### config.mk
export PLATFORM = sky130hd
export DESIGN_NAME = uart_rx_frame_dispatcher
export DESIGN_NICKNAME = d
export VERILOG_FILES = /design/src/rtl/uart_rx_frame_dispatcher.sv
export SDC_FILE = /design/constraint.sdc
export NUM_CORES = 1
export LEC_CHECK = 0
export CAP_MARGIN = 15
export CORE_UTILIZATION = 50
export DETAILED_ROUTE_END_ITERATION = 16
export PLACE_DENSITY = 0.84
export SETUP_SLACK_MARGIN = 0.1
export SYNTH_ARGS = -nofsm -noshare
export SYNTH_HDL_FRONTEND = slang
export SYNTH_SLANG_ARGS = --single-unit
### constraint.sdc
create_clock -name CLK -period 2.9 [get_ports CLK]
set_input_delay 0.58 -clock CLK [delete_from_list [all_inputs] [get_ports CLK]]
set_output_delay 0.58 -clock CLK [all_outputs]
set_load 0.005 [all_outputs]
### src/rtl/uart_rx_frame_dispatcher.sv
// Buffers UART receiver frames in a small FIFO and offers each one to the consumer
// selected by its opt byte; drops and counts overflow, unroutable and stalled frames.
module uart_rx_frame_dispatcher #(
   parameter int unsigned BYTE_SIZE = 8,
   parameter int unsigned DATA_SIZE = 64,
   parameter int unsigned DEPTH     = 4,
   parameter int unsigned NUM_DEST  = 4,
   parameter int unsigned TIMEOUT   = 1024,
   parameter int unsigned CNT_W     = 8
) (
   input  logic                 CLK,
   input  logic                 RST_N,
   input  logic [BYTE_SIZE-1:0] in_opt,
   input  logic [BYTE_SIZE-1:0] in_len,
   input  logic [DATA_SIZE-1:0] in_data,
   input  logic                 in_valid,
   output logic [BYTE_SIZE-1:0] o_opt,
   output logic [BYTE_SIZE-1:0] o_len,
   output logic [DATA_SIZE-1:0] o_data,
   output logic [NUM_DEST-1:0]  o_valid,
   input  logic [NUM_DEST-1:0]  i_ready,
   output logic                 o_busy,
   output logic [CNT_W-1:0]     cnt_overflow,
   output logic [CNT_W-1:0]     cnt_bad_opt,
   output logic [CNT_W-1:0]     cnt_timeout
);

   localparam int unsigned ENTRY_W = 2 * BYTE_SIZE + DATA_SIZE;
   localparam int unsigned PTR_W   = $clog2(DEPTH);
   localparam int unsigned OCC_W   = PTR_W + 1;
   localparam int unsigned IDX_W   = $clog2(NUM_DEST);
   localparam int unsigned TMR_W   = $clog2(TIMEOUT + 1);
   localparam int unsigned OPTX_W  = BYTE_SIZE + 1;

   localparam logic [OCC_W-1:0]  OCC_FULL = OCC_W'(DEPTH);
   localparam logic [OPTX_W-1:0] OPT_LIM  = OPTX_W'(NUM_DEST);
   localparam logic [TMR_W-1:0]  TMR_LAST = TMR_W'(TIMEOUT - 1);

   typedef enum logic [1:0] {S_IDLE, S_LOAD, S_OFFER} state_t;

   state_t               r_state, w_state_nxt;
   logic [ENTRY_W-1:0]   r_mem [DEPTH];
   logic [PTR_W-1:0]     r_wr_ptr, r_rd_ptr;
   logic [OCC_W-1:0]     r_occ, w_occ_nxt;
   logic [TMR_W-1:0]     r_timer, w_timer_nxt;
   logic [BYTE_SIZE-1:0] r_opt, r_len;
   logic [DATA_SIZE-1:0] r_data;
   logic [NUM_DEST-1:0]  r_valid, w_valid_nxt;
   logic                 r_busy, w_busy_nxt;
   logic [CNT_W-1:0]     r_cnt_ovf, r_cnt_bad, r_cnt_to;
   logic                 w_full, w_push, w_pop, w_bad, w_ready;
   logic                 w_inc_ovf, w_inc_bad, w_inc_to;

   assign w_full    = (r_occ == OCC_FULL);
   assign w_push    = in_valid && !w_full;
   assign w_inc_ovf = in_valid && w_full;
   assign w_bad     = ({1'b0, r_opt} >= OPT_LIM);
   // r_valid is one-hot on the selected consumer, so this ignores all other ready bits
   assign w_ready   = |(i_ready & r_valid);

   // next-state, offer and drop decisions
   always_comb begin
      w_state_nxt = r_state;
      w_timer_nxt = r_timer;
      w_valid_nxt = r_valid;
      w_pop       = 1'b0;
      w_inc_bad   = 1'b0;
      w_inc_to    = 1'b0;
      case (r_state)
         S_IDLE: begin
            if (r_occ != '0) begin
               w_pop       = 1'b1;
               w_state_nxt = S_LOAD;
            end
         end
         S_LOAD: begin
            if (w_bad) begin
               w_inc_bad   = 1'b1;
               w_state_nxt = S_IDLE;
            end else begin
               w_timer_nxt = '0;
               w_valid_nxt = NUM_DEST'(1) << r_opt[IDX_W-1:0];
               w_state_nxt = S_OFFER;
            end
         end
         S_OFFER: begin
            if (w_ready) begin
               w_valid_nxt = '0;
               w_state_nxt = S_IDLE;
            end else if (r_timer == TMR_LAST) begin
               w_inc_to    = 1'b1;
               w_valid_nxt = '0;
               w_state_nxt = S_IDLE;
            end else begin
               w_timer_nxt = r_timer + TMR_W'(1);
            end
         end
         default: begin
            w_valid_nxt = '0;
            w_state_nxt = S_IDLE;
         end
      endcase
      w_occ_nxt  = r_occ + OCC_W'(w_push) - OCC_W'(w_pop);
      w_busy_nxt = (w_occ_nxt != '0) || (w_state_nxt != S_IDLE);
   end

   always_ff @(posedge CLK or negedge RST_N) begin
      if (!RST_N) begin
         r_state   <= S_IDLE;
         r_wr_ptr  <= '0;
         r_rd_ptr  <= '0;
         r_occ     <= '0;
         r_timer   <= '0;
         r_opt     <= '0;
         r_len     <= '0;
         r_data    <= '0;
         r_valid   <= '0;
         r_busy    <= 1'b0;
         r_cnt_ovf <= '0;
         r_cnt_bad <= '0;
         r_cnt_to  <= '0;
      end else begin
         r_state <= w_state_nxt;
         r_occ   <= w_occ_nxt;
         r_timer <= w_timer_nxt;
         r_valid <= w_valid_nxt;
         r_busy  <= w_busy_nxt;
         if (w_push) r_wr_ptr <= r_wr_ptr + PTR_W'(1);
         if (w_pop) begin
            r_rd_ptr                <= r_rd_ptr + PTR_W'(1);
            {r_opt, r_len, r_data}  <= r_mem[r_rd_ptr];
         end
         // statistics saturate instead of wrapping
         if (w_inc_ovf && (r_cnt_ovf != '1)) r_cnt_ovf <= r_cnt_ovf + CNT_W'(1);
         if (w_inc_bad && (r_cnt_bad != '1)) r_cnt_bad <= r_cnt_bad + CNT_W'(1);
         if (w_inc_to  && (r_cnt_to  != '1)) r_cnt_to  <= r_cnt_to  + CNT_W'(1);
      end
   end

   // frame storage needs no reset; occupancy alone decides what is valid
   always_ff @(posedge CLK) begin
      if (w_push) r_mem[r_wr_ptr] <= {in_opt, in_len, in_data};
   end

   assign o_opt        = r_opt;
   assign o_len        = r_len;
   assign o_data       = r_data;
   assign o_valid      = r_valid;
   assign o_busy       = r_busy;
   assign cnt_overflow = r_cnt_ovf;
   assign cnt_bad_opt  = r_cnt_bad;
   assign cnt_timeout  = r_cnt_to;

endmodule

# Yosys cells after proc, flatten, opt, wreduce, memory -nomap -nowiden
# Memories as Yosys holds them, arrays and structs flattened. A register that Yosys moved wholly into a read port is not among the register bits.
# Index checks and enable logic that the tools add are counted.
# totals
rom_bits,0
mem_bits_rw,320
mem_count,1
register_bits,49
latch_bits,0
# op_classes
shift,1
n_eq_ne,11
add_sub_neg,8
mul,0
n_lt_le_gt_ge,1
div,0
n_reduce_logical,16
mux,22
bitwise,2
# memory_table
name,depth,width,rd,rd_ports_with_merged_regs,write_ports,line,rtl
r_mem,4,80,1,1,1,42,logic [ENTRY_W-1:0] r_mem [DEPTH];
# op_table
op,count
$mux W11,3
$add A8 B1 Y8 const B,3
$ne A8 B8 Y1 const B,3
$pmux W11 S2,1
$mux W4,3
$pmux W4 S3,1
$add A11 B1 Y11 const B,1
$eq A11 B10 Y1 const B,1
$mux W1,9
$ge A8 B3 Y1 const B,1
$mux W2,4
$ne A2 B2 Y1 const B,3
$pmux W2 S3,1
$reduce_bool A3 Y1,2
$logic_and A1 B1 Y1,5
$add A2 B1 Y2 const B,2
$and A4 B4 Y4,1
$reduce_and A4 Y1,1
$reduce_bool A2 Y1,2
$reduce_or A4 Y1,1
$shl A1 B2 Y4 const A,1
$add A3 B1 Y3,1
$eq A3 B3 Y1 const B,1
$ne A3 B3 Y1 const B,1
other kinds (8),9

# Longest topological paths before layout
# logic_depth
depth_word,7
depth_mapped,12
depth_no_buf,12

# Worst setup path before layout
# No wires, ideal clock.
# synth_timing
path_kind,flip-flop to flip-flop
start,register r_wr_ptr[0]
end,memory r_mem[2][0] in the netlist's numbering (enable)
arrival_time_ns,2.531
path_stages_with_launch,4
setup_slack_ns,-0.079
setup_time_ns,0.448
path_buffers,0
t_required_ns,2.452
cell_sequence,dfrtp_1 -> inv_1 -> ha_1 -> and3_1
# synth_rtl
item,line,rtl
start: declaration,43,"logic [PTR_W-1:0] r_wr_ptr, r_rd_ptr;"
start signal: assignment,128,if (w_push) r_wr_ptr <= r_wr_ptr + PTR_W'(1);
end: declaration,42,
# No word-level cell before the write port.

# Final worst setup path
# layout_timing
start,register r_occ[0]
end,register r_busy (netlist: o_busy)
# layout_via
elab_chain_len,7
# layout_rtl
item,line,rtl
start: declaration,44,"logic [OCC_W-1:0] r_occ, w_occ_nxt;"
start signal: assignment,124,r_occ <= w_occ_nxt;
$eq A3 B3 Y1,54,assign w_full = (r_occ == OCC_FULL);
$logic_not A1 Y1,55,assign w_push = in_valid && !w_full;
$logic_and A1 B1 Y1,55,
$add A3 B1 Y3,103,w_occ_nxt = r_occ + OCC_W'(w_push) - OCC_W'(w_pop);
$sub A3 B1 Y3 *,103,
net w_occ_nxt[2],44,
$reduce_bool A3 Y1 *,104,w_busy_nxt = (w_occ_nxt != '0) || (w_state_nxt != S_IDLE);
$logic_or A1 B1 Y1 *,104,
net w_busy_nxt,49,"logic r_busy, w_busy_nxt;"
end signal: assignment,127,r_busy <= w_busy_nxt;
end: declaration,49,
# Mark *: on every way through the listed nets, which the timed path passes. The rest lies on a longest branch.
# A chain may end at the register's enable or synchronous reset.

==> results.md <==
- The number of port buffers is 195.
- The worst path meets setup with 0.455 ns of slack.
- Of the synthesized area, sequential elements account for 75.7%.
- STA puts the critical path data arrival time at 2.86 ns.
- The routed via count is 9327.
- Once detail routing completed, the nets flagged for antenna violations numbered 0.
- For the worst-skew pair, the clock arrives at the later sink with an insertion delay of between 0.5 and 0.6 ns.
- Summed over its instances, the top area cell type makes up a little under three fifths of the synthesized netlist area.
- The worst clock skew on the final layout is between 0.01 and 0.015 ns.
- The count of TritonRoute iterations in the first routing pass is 5.
- The startpoint class of the critical path is a flip-flop.
- Global routing finished with a remaining overflow of 0.
- Dividing the detail-routed via count by the number of cells gives between 5 and 6.
- The post-CTS setup buffer count is 0.
- The unique cell type count in the Yosys netlist is 45.
- The worst hold-check path type is flip-flop to flip-flop.
- Synthesis handed over a netlist of 991 instances.
- For this run, the total global-route usage over all layers was measured as 20.1%.
- The total of flip-flops plus latches after synthesis is roughly 450.
- The type of the worst setup path is flip-flop to flip-flop.
- The Yosys step of the flow raised 0 warnings.
- The total of endpoints with negative setup slack in the final report is 0.
- The cell accounting for the most synthesized area is sky130_fd_sc_hd__edfxtp_1.
- In this run the worst path has a maximum fanout of 5.
- In the finished design, the share of the clock period the worst path needs comes to 84.3%.
- Ranked by total cell area, the synthesized netlist is headed by sky130_fd_sc_hd__edfxtp_1 (57%), sky130_fd_sc_hd__dfrtp_1 (19%), sky130_fd_sc_hd__mux4_2 (11%), sky130_fd_sc_hd__nand2_1 (5.8%), sky130_fd_sc_hd__xnor2_1 (0.93%).
- The worst-case IR drop observed on VDD is 453 uV.
- The largest single stage delay on the critical path is 0.40 ns.
- Max-cap violations in this run came to 0.
- In this design, the largest share of critical-path delay is due to simple AND/OR/NAND/NOR gates.
- The clock period could shrink to 2.44 ns.
- The number of global-route vias before repair is between 9000 and 10000.
- Summing all non-filler instances in the final layout gives an area of about 21000 sq um.
- Traced cell by cell, the critical path runs through nor2_1 > nand2_1 > and2_1 > inv_1 > ha_1 > inv_1 > ha_1 > fa_1 > xnor2_1 > xnor2_1 > nor4_1 > nand3_1.
- Static timing analysis puts the maximum clock frequency at around 410 MHz.
- In this run the horizontal extent of the chip is 186 microns.
- The total wire length after detailed routing is 34300 microns.
- The number of buffers and inverters on the critical path is 2.
- At the end of routability-driven placement, the weighted congestion stood at 0.827.
- Setup repair after global routing left no endpoint under its margin.
- The cts-stage hold buffer count is 1.
- The final layout net count is ~1300.
- In the routed design, unresolved DRC markers number 0.
- In the final timing run, aggregate negative setup slack is 0 ns.
- The largest net degree at the start of global routing is 83.
- The initial utilization of the core area, before any placement, comes to 50.7%.
- The synthesized net count is 1089.
- The number of antenna violations at the first check in global routing is 2.
- After the first detailed-routing iteration, the DRC count stood at 600.
- Clock tree synthesis inserted a total of 45 buffers.
- The maximum buffer depth of the clock tree is 3.
- The required time at the worst-slack endpoint is 3.32 ns.
- The commonest cells after synthesis are sky130_fd_sc_hd__edfxtp_1 (320), sky130_fd_sc_hd__nand2_1 (260), sky130_fd_sc_hd__dfrtp_1 (129), sky130_fd_sc_hd__mux4_2 (80), sky130_fd_sc_hd__clkbuf_1 (28).
- During I/O placement, the number of pins put on the boundary was 196.
- The count of final max-slew check failures was 0.
- The post-cts gate resize count is 0.
- The cell leakage power is approximately 0.008 uW.
- In the synthesized netlist the async set-or-reset flop fraction comes to between 20 and 30%.
- The fraction of layout cells with a size suffix above 1 is 16.1%.
- From bottom edge to top edge, the die measures 186 microns.
- The flow ran to the end, and the final reports show no timing, DRC or antenna violations.
- The floorplan has 67 rows.
- Among all flip-flop cells after synthesis, the most frequent one is sky130_fd_sc_hd__edfxtp_1.
- The type of element capturing the critical path is a flip-flop.
- Among all stages on the critical path, the largest delay is contributed by sky130_fd_sc_hd__dfrtp_1.
- The area of the core region is around 33000 sq um.
- The relative max-transition margin is 30.4%.
- The cell area that synthesis handed to floorplanning was 17000 sq um.
- The area of the die is 34700 sq um.
- Once placement finished, the instance area stood at 19700 sq um.
- The clock tree from TritonCTS is done.
- The clock transition time at the flip-flop clock pins of the worst setup and hold paths is 0.06 ns.
- The HPWL reported at the end of detailed placement is about 20000 microns.
- Averaged over all synthesized cells, the footprint is roughly 17 sq um.
- The leading cell type by number of instances after synthesis is sky130_fd_sc_hd__edfxtp_1.
- The global-route wire length before repair is 52200 microns.
- The transition at the pin with the smallest max-transition slack is approximately 1.0 ns.
- The number of flops mapped to enable cells by yosys is 320.
- The clock root buffer is sky130_fd_sc_hd__clkbuf_16.
- In the final routed layout, each cell accounts on average for between 20 and 25 microns.
- Before CTS, the worst setup slack after placement is 0.0217 ns.
- The CTS sink count is ~450.
- The number of hold violations in the final report is 0.
- In this run the power density over the cells is around 740 nW/um^2.
- Compared with the post-synthesis result, the final layout area differs by 25.4%.
- CTS built an H-tree with a depth of 2.
final timing paths:
path                                            from                          to  slack [ns]  cells past startpoint
max in group asynchronous                      RST_N     r_rd_ptr[1]$_DFFE_PN0P_        1.62                      3
worst max register to register    r_occ[0]$_DFF_PN0_            o_busy$_DFF_PN0_        0.46                     12
worst min register to register  o_len[5]$_DFFE_PN0P_        o_len[5]$_DFFE_PN0P_        0.47                      2
min in group asynchronous                      RST_N  cnt_timeout[6]$_DFFE_PN0P_        0.56                      2
worst min-delay path            o_len[5]$_DFFE_PN0P_        o_len[5]$_DFFE_PN0P_        0.47                      2
worst max-delay path              r_occ[0]$_DFF_PN0_            o_busy$_DFF_PN0_        0.46                     12
worst reg2reg max path, cell delays in order, from the launching register on:
cell	delay (ns)
sky130_fd_sc_hd__dfrtp_1	0.40
sky130_fd_sc_hd__nor2_1	0.16
sky130_fd_sc_hd__nand2_1	0.15
sky130_fd_sc_hd__and2_1	0.20
sky130_fd_sc_hd__inv_1	0.06
sky130_fd_sc_hd__ha_1	0.13
sky130_fd_sc_hd__inv_1	0.04
sky130_fd_sc_hd__ha_1	0.19
sky130_fd_sc_hd__fa_1	0.38
sky130_fd_sc_hd__xnor2_1	0.15
sky130_fd_sc_hd__xnor2_1	0.14
sky130_fd_sc_hd__nor4_1	0.20
sky130_fd_sc_hd__nand3_1	0.11
cells in the final DEF (no fill, tap or decap), drive strengths merged, types with 2 or more instances in the layout:
cell type,instances
mux4,80
o31ai,4
a21oi,7
xor2,7
dfrtp,129
buf,27
nor3,8
nand3,20
bufinv,8
and4,3
or2,2
xnor2,18
nor4,4
mux2i,3
and2,2
edfxtp,320
nand4,13
mux2,9
nand2,260
inv,12
or4,3
clkinv,17
nor2,9
clkbuf,58
and3,12
ha,10
nor2b,2
clkdlybuf4s50,194
a31oi,2
per-stage QoR:
step / total power (uW) / std cells / hold slack [ns] / utilization, %
after CTS: 16000 / 1705 / 0.479 / 63.6
after global placement: 9740 / 1620 / 0.457 / 58.8
final: 15800 / 1706 / 0.470 / 63.6
after floorplan: 9040 / 991 / 0.284 / -
after global routing: 16400 / 1706 / 0.488 / 63.6
after detailed placement: 9870 / 1620 / 0.463 / 58.8
final cells by class:
| cell class | count | area, sq um |
|---|---|---|
| Clock inverter | 26 | 358 |
| Timing Repair Buffer | 222 | 2300 |
| Antenna cell | 1 | 2.50 |
| Fill cell | 2242 | 12200 |
| Inverter | 12 | 46.3 |
| Sequential cell | 449 | 12800 |
| Tap cell | 448 | 561 |
| Clock buffer | 58 | 1220 |
| Multi-Input combinational cell | 490 | 3940 |
power by group:
group          switching (uW)  internal (uW)  total [uW]  leakage [uW]
Combinational             887            619        1510       0.00250
Sequential                250           7950        8200       0.00467
Clock                    2370           3710        6080      0.000777
per-layer routing:
layer	up-vias	global-route usage [%]	share of wire, %
met5	-	0	0.032
met4	2	6.89	2.4
met3	65	4.42	6.9
met2	324	34.1	51
met1	4771	25.9	40
li1	4165	-	-
cells by family after synthesis:
family,count (synthesis),share of synthesized area (%)
AO/OA/AOI/OAI,21,0.900
XOR/XNOR,25,1.29
adder cells (fa/ha/maj),11,0.856
buffers and inverters,52,1.27
flip-flops,449,75.7
multiplexers,92,11.4
AND/OR/NAND/NOR,341,8.62
sequential cells by signal, indices dropped and copies added, names as in the netlist:
register      cells
r_mem           320
r_wr_ptr          2
r_rd_ptr          2
cnt_timeout       8
o_opt             8
cnt_overflow      8
o_data           64
cnt_bad_opt       8
o_valid           4
r_occ             3
o_len             8
o_busy            1
r_state           2
r_timer          11
Power figures use the tool's default switching activity.
==> RTL edit 1 (same flow settings) <==
Reset style: synchronous (`RST_N`), changed in one clocked block.
--- a/src/rtl/uart_rx_frame_dispatcher.sv
+++ b/src/rtl/uart_rx_frame_dispatcher.sv
@@ -105,5 +105,5 @@
    end
 
-   always_ff @(posedge CLK or negedge RST_N) begin
+   always_ff @(posedge CLK) begin
       if (!RST_N) begin
          r_state   <= S_IDLE;
Formal check against the unedited RTL: differs if RST_N is asserted again (counterexample within 4 cycles, from zero or initial values and one cycle with RST_N low); with RST_N held inactive, the same outputs for 4 cycles.
==> RTL edit 1 against the original RTL <==
Largest cell class unchanged; wire length is 2.2% higher; final cell count rose by 2.5%; clock skew increased by 2.4 ps; synthesized area is 0.80% lower; design area is 1.3% lower; sequential cell count is the same; worst setup slack lost 200 ps; utilization is 0.27 points higher.
Power is not compared: it rests on default switching activity, and its combinational part moved more than twofold at a synthesized area within 25%.
==> RTL edit 1: results (changes against the original RTL) <==
[layout]
seq_area_sq_mm=0.0122  ; -5.0%
n_antenna_cell=0  ; -1
final_area_sq_mm=0.0210  ; -1.3%
nClkBuffers=52  ; -10%
multiInputGateArea_sq_mm=0.00438  ; +11%
clkCellAreaFrac=0.0758  ; +0.00142
buf_share=0.105  ; -0.00267

[routing]
wl_per_cell_um=20.0  ; -0.33%
num_vias=9753  ; +4.6%
drtIter0Drc=717  ; +20%
dr.pass1.iters=4  ; -1
wl_met2_mm=17.7  ; +1.9%
top_layer_used=met4
wl_met1_mm=14.5  ; +5.1%

[synthesis]
synth_commonest_cells=320 x edfxtp_1, 191 x nand2_1, 129 x dfxtp_1
synthTopCellsByArea=edfxtp_1 57%, dfxtp_1 15%, mux4_2 11%
yosysTopAreaCellShare=0.571  ; +0.00455
yosysUniqueCellTypes=54  ; +20%
ys_seq_area_frac=0.724  ; -0.0323
avgSynthCellArea_sq_um=15.8  ; -7.6%

[critical_path]
r2r_cells=11  ; -1
rrSetupSlack_ps=260  ; -200 ps
cp.arrival_ps=3040  ; +180 ps
reg2reg_to=o_busy
cp_slowest_cell=or3b_4

[global_routing]
antenna_found_initial=1  ; -1
grt_first_pass_wirelength_mm=53.5  ; +2.5%
track_usage=0.204  ; +0.00299
grt_use_met2=0.351  ; +0.00952
grt_pass1_vias=9883  ; +3.5%

[outcome]
status=completed

[sta]
max_slew.worst_pin.slew_ps=1050  ; +4.50 ps
period_share=0.910  ; +0.0674
clock_skew_ps=16.4  ; +2.42 ps

[worst_hold_path]
hold_start=o_data[9]

[clocking]
hold_buffers=0  ; -1
clk_latency_ps=530  ; -20 ps

[placement]
dp_hpwl_mm=19.9  ; -2.8%
postPlaceCellArea_sq_mm=0.0194  ; -1.4%

==> RTL edit 1: changes by cell type after synthesis, sizes merged, moves of 7 or more <==
cell,change
dfxtp,+129
nor4,+7
nand2b,+10
nand2,-69
clkbuf,+8
mux2,-9
xnor2,-12
dfrtp,-129
a21oi,+90
mux2i,+14
==> RTL edit 1: power by group through the flow <==
stage                     combinational (mW)  clock, mW  sequential, mW
after floorplan                         3.04          0            8.55
after global placement                  5.32          0            8.57
after detailed placement                5.44          0            8.62
after CTS                               5.49       6.24            8.50
after global routing                    5.85       6.50            8.60
final                                   5.40       6.13            8.49
==> RTL edit 1: kinds of logic after synthesis <==
| family | Yosys count | synth area share |
|---|---|---|
| fa+ha+maj | 11 | 0.00862 |
| compound gates | 128 | 0.0429 |
| flops | 449 | 0.724 |
| xor+xnor | 8 | 0.00416 |
| simple gates | 302 | 0.0855 |
| mux | 97 | 0.117 |
| buf+inv | 69 | 0.0172 |
==> RTL edit 2 (same flow settings) <==
Without the edit above. `NUM_DEST`: 4 -> 16.
--- a/src/rtl/uart_rx_frame_dispatcher.sv
+++ b/src/rtl/uart_rx_frame_dispatcher.sv
@@ -5,5 +5,5 @@
    parameter int unsigned DATA_SIZE = 64,
    parameter int unsigned DEPTH     = 4,
-   parameter int unsigned NUM_DEST  = 4,
+   parameter int unsigned NUM_DEST  = 16,
    parameter int unsigned TIMEOUT   = 1024,
    parameter int unsigned CNT_W     = 8
Ports: changed (resized i_ready and o_valid); port bits go from 196 to 220. The function was not compared with the original's and may differ.
==> RTL edit 2 against the original RTL <==
The run now ends with hold timing left; sequential cell count rose by 12; design area rose by 3.1%; count of clock-buffer cells in the layout grew 10; worst setup slack worse by 78 ps; wire length is 5.4% higher; global-route usage increased by 0.56 points; non-clock buffer count grew 24; synthesized cell count up 4.2%; synthesized area increased by 2.7%; critical endpoint unchanged.
Power is not compared: it rests on default switching activity, and its combinational part moved more than twofold at a synthesized area within 25%.
==> RTL edit 2: results (changes against the original RTL) <==
[clocking]
cts.repair.resized=0  ; unchanged
clk_latency_ps=560
hold_buffers=0  ; -1
cts_htree_levels=2  ; unchanged
cts_buffers=47  ; +4.4%
path_clk_slew_ps=60  ; about the same
post_cts_buffers=0  ; unchanged

[critical_path]
slowest_delay_ps=450  ; +50 ps
crit_fanout=4  ; -1
cp.arrival_ps=2890  ; +30 ps
cp_slowest_cell=dfrtp_1

[layout]
drive_above_1_share=0.150  ; -0.0112
final_cell_count_no_fill=1775  ; +4.0%
top_register=r_mem
nets=1397  ; +6.0%
fillers=2333  ; +4.1%
largest_reg_flops=320  ; unchanged

[global_routing]
antenna_found_initial=1  ; -1
grt_max_degree=84  ; +1.2%
track_usage=0.207  ; +0.00563
grt_first_pass_wirelength_mm=56.4  ; +8.1%
grt_use_met1=0.267  ; +0.00821
grt_pass1_vias=10201  ; +6.9%
grt_use_met2=0.350  ; +0.00907
grt_util_met3=0.0464  ; +0.00218

[placement]
dp_cells=1686  ; +4.1%
place_ws_ps=-106  ; -128 ps
postPlaceCellArea_sq_mm=0.0204  ; +3.8%
dp_hpwl_mm=22.2  ; +8.6%
port_buffers=219  ; +12%
place.gp.congestion=0.844  ; +2.1%

[synthesis]
muxShareOfSynthArea=0.106  ; -0.00794
synth_edf_count=320  ; unchanged
synthTopCellsByArea=edfxtp_1 55%, dfrtp_1 20%, mux4_2 10%
synth_compound_area_frac=0.0194  ; +0.0104
syn-num-nets=1143  ; +5.0%
avgSynthCellArea_sq_um=16.9  ; -1.5%
synth_commonest_cells=320 x edfxtp_1, 271 x nand2_1, 141 x dfrtp_1
synth_xor_area_frac=0.0126  ; -0.000338
synth_fa_ha_area_frac=0.00833  ; -0.000224
ys_seq_area_frac=0.754  ; -0.00260
synthArstFlopShare=0.306  ; +0.0186
yosysUniqueCellTypes=46  ; +2.2%

[sta]
slew_headroom=0.272  ; -0.0318
hold_viol=1  ; +1
clock_skew_ps=24.6  ; +10.7 ps
hold_slack_ps=-1.29  ; -471 ps

[routing]
wl_met2_mm=18.2  ; +4.8%
wl_met3_mm=2.76  ; +17%
wl_met1_mm=14.4  ; +4.8%
top_layer_used=met4
num_vias=9787  ; +4.9%
drtIter0Drc=568  ; -5.3%
wl_per_cell_um=20.4  ; +1.3%

[worst_hold_path]
hold_path_class=input port to async pin

[power_and_ir_drop]
irDropWorstVdd_mv=0.645
leakagePower_nw=8.19

[outcome]
status=finished with violations
failed_checks=hold timing

RTL edit 2: final timing paths:
kind                            start               to  slack [ps]  depth (start not counted)
min in group CLK           o_data[12]       o_data[12]         470                          2
setup / recovery             r_occ[1]           o_busy         380                         12
hold / removal                  RST_N  cnt_overflow[0]          -1                          1
hold reg to reg            o_data[12]       o_data[12]         470                          2
max in group asynchronous       RST_N       o_valid[4]        2130                          2
setup reg to reg             r_occ[1]           o_busy         380                         12
RTL edit 2: cell type report:
type / instances / share of cell area
clock inverters: 18 / 0.00833
inverters: 11 / 0.00194
clock buffers: 68 / 0.0605
well taps: 448 / 0.0256
repair buffers: 246 / 0.118
diodes: 3 / 0.000342
flip-flops and latches: 461 / 0.599
multi-input cells: 520 / 0.186
RTL edit 2: critical path, delay by kind of cell (launching register included):
family / cells / cell delay, ps
buffers and inverters: 3 / 180
AND/OR/NAND/NOR: 4 / 670
flip-flops: 1 / 450
adder cells (fa/ha/maj): 3 / 750
XOR/XNOR: 2 / 300
RTL edit 2: per-stage QoR:
stage / util / hold slack (ps) / TNS (ps) / power [mW]
3_5_place_dp: 0.603 / 461 / -106 / 16.8
6_report: 0.648 / -1.29 / 0 / 22.4
4_1_cts: 0.647 / 9.02 / 0 / 22.7
3_3_place_gp: 0.603 / 457 / -19.1 / 16.5
2_1_floorplan: - / 284 / 0 / 13.5
5_1_grt: 0.647 / 27.0 / 0 / 23.5
RTL edit 2: power breakdown:
group | internal [mW] | leakage [nW] | switching [mW]
sequential | 8.83 | 4.72 | 0.872
combinational | 3.41 | 2.73 | 3.46
clock | 3.45 | 0.739 | 2.37
total | 15.7 | 8.19 | 6.70
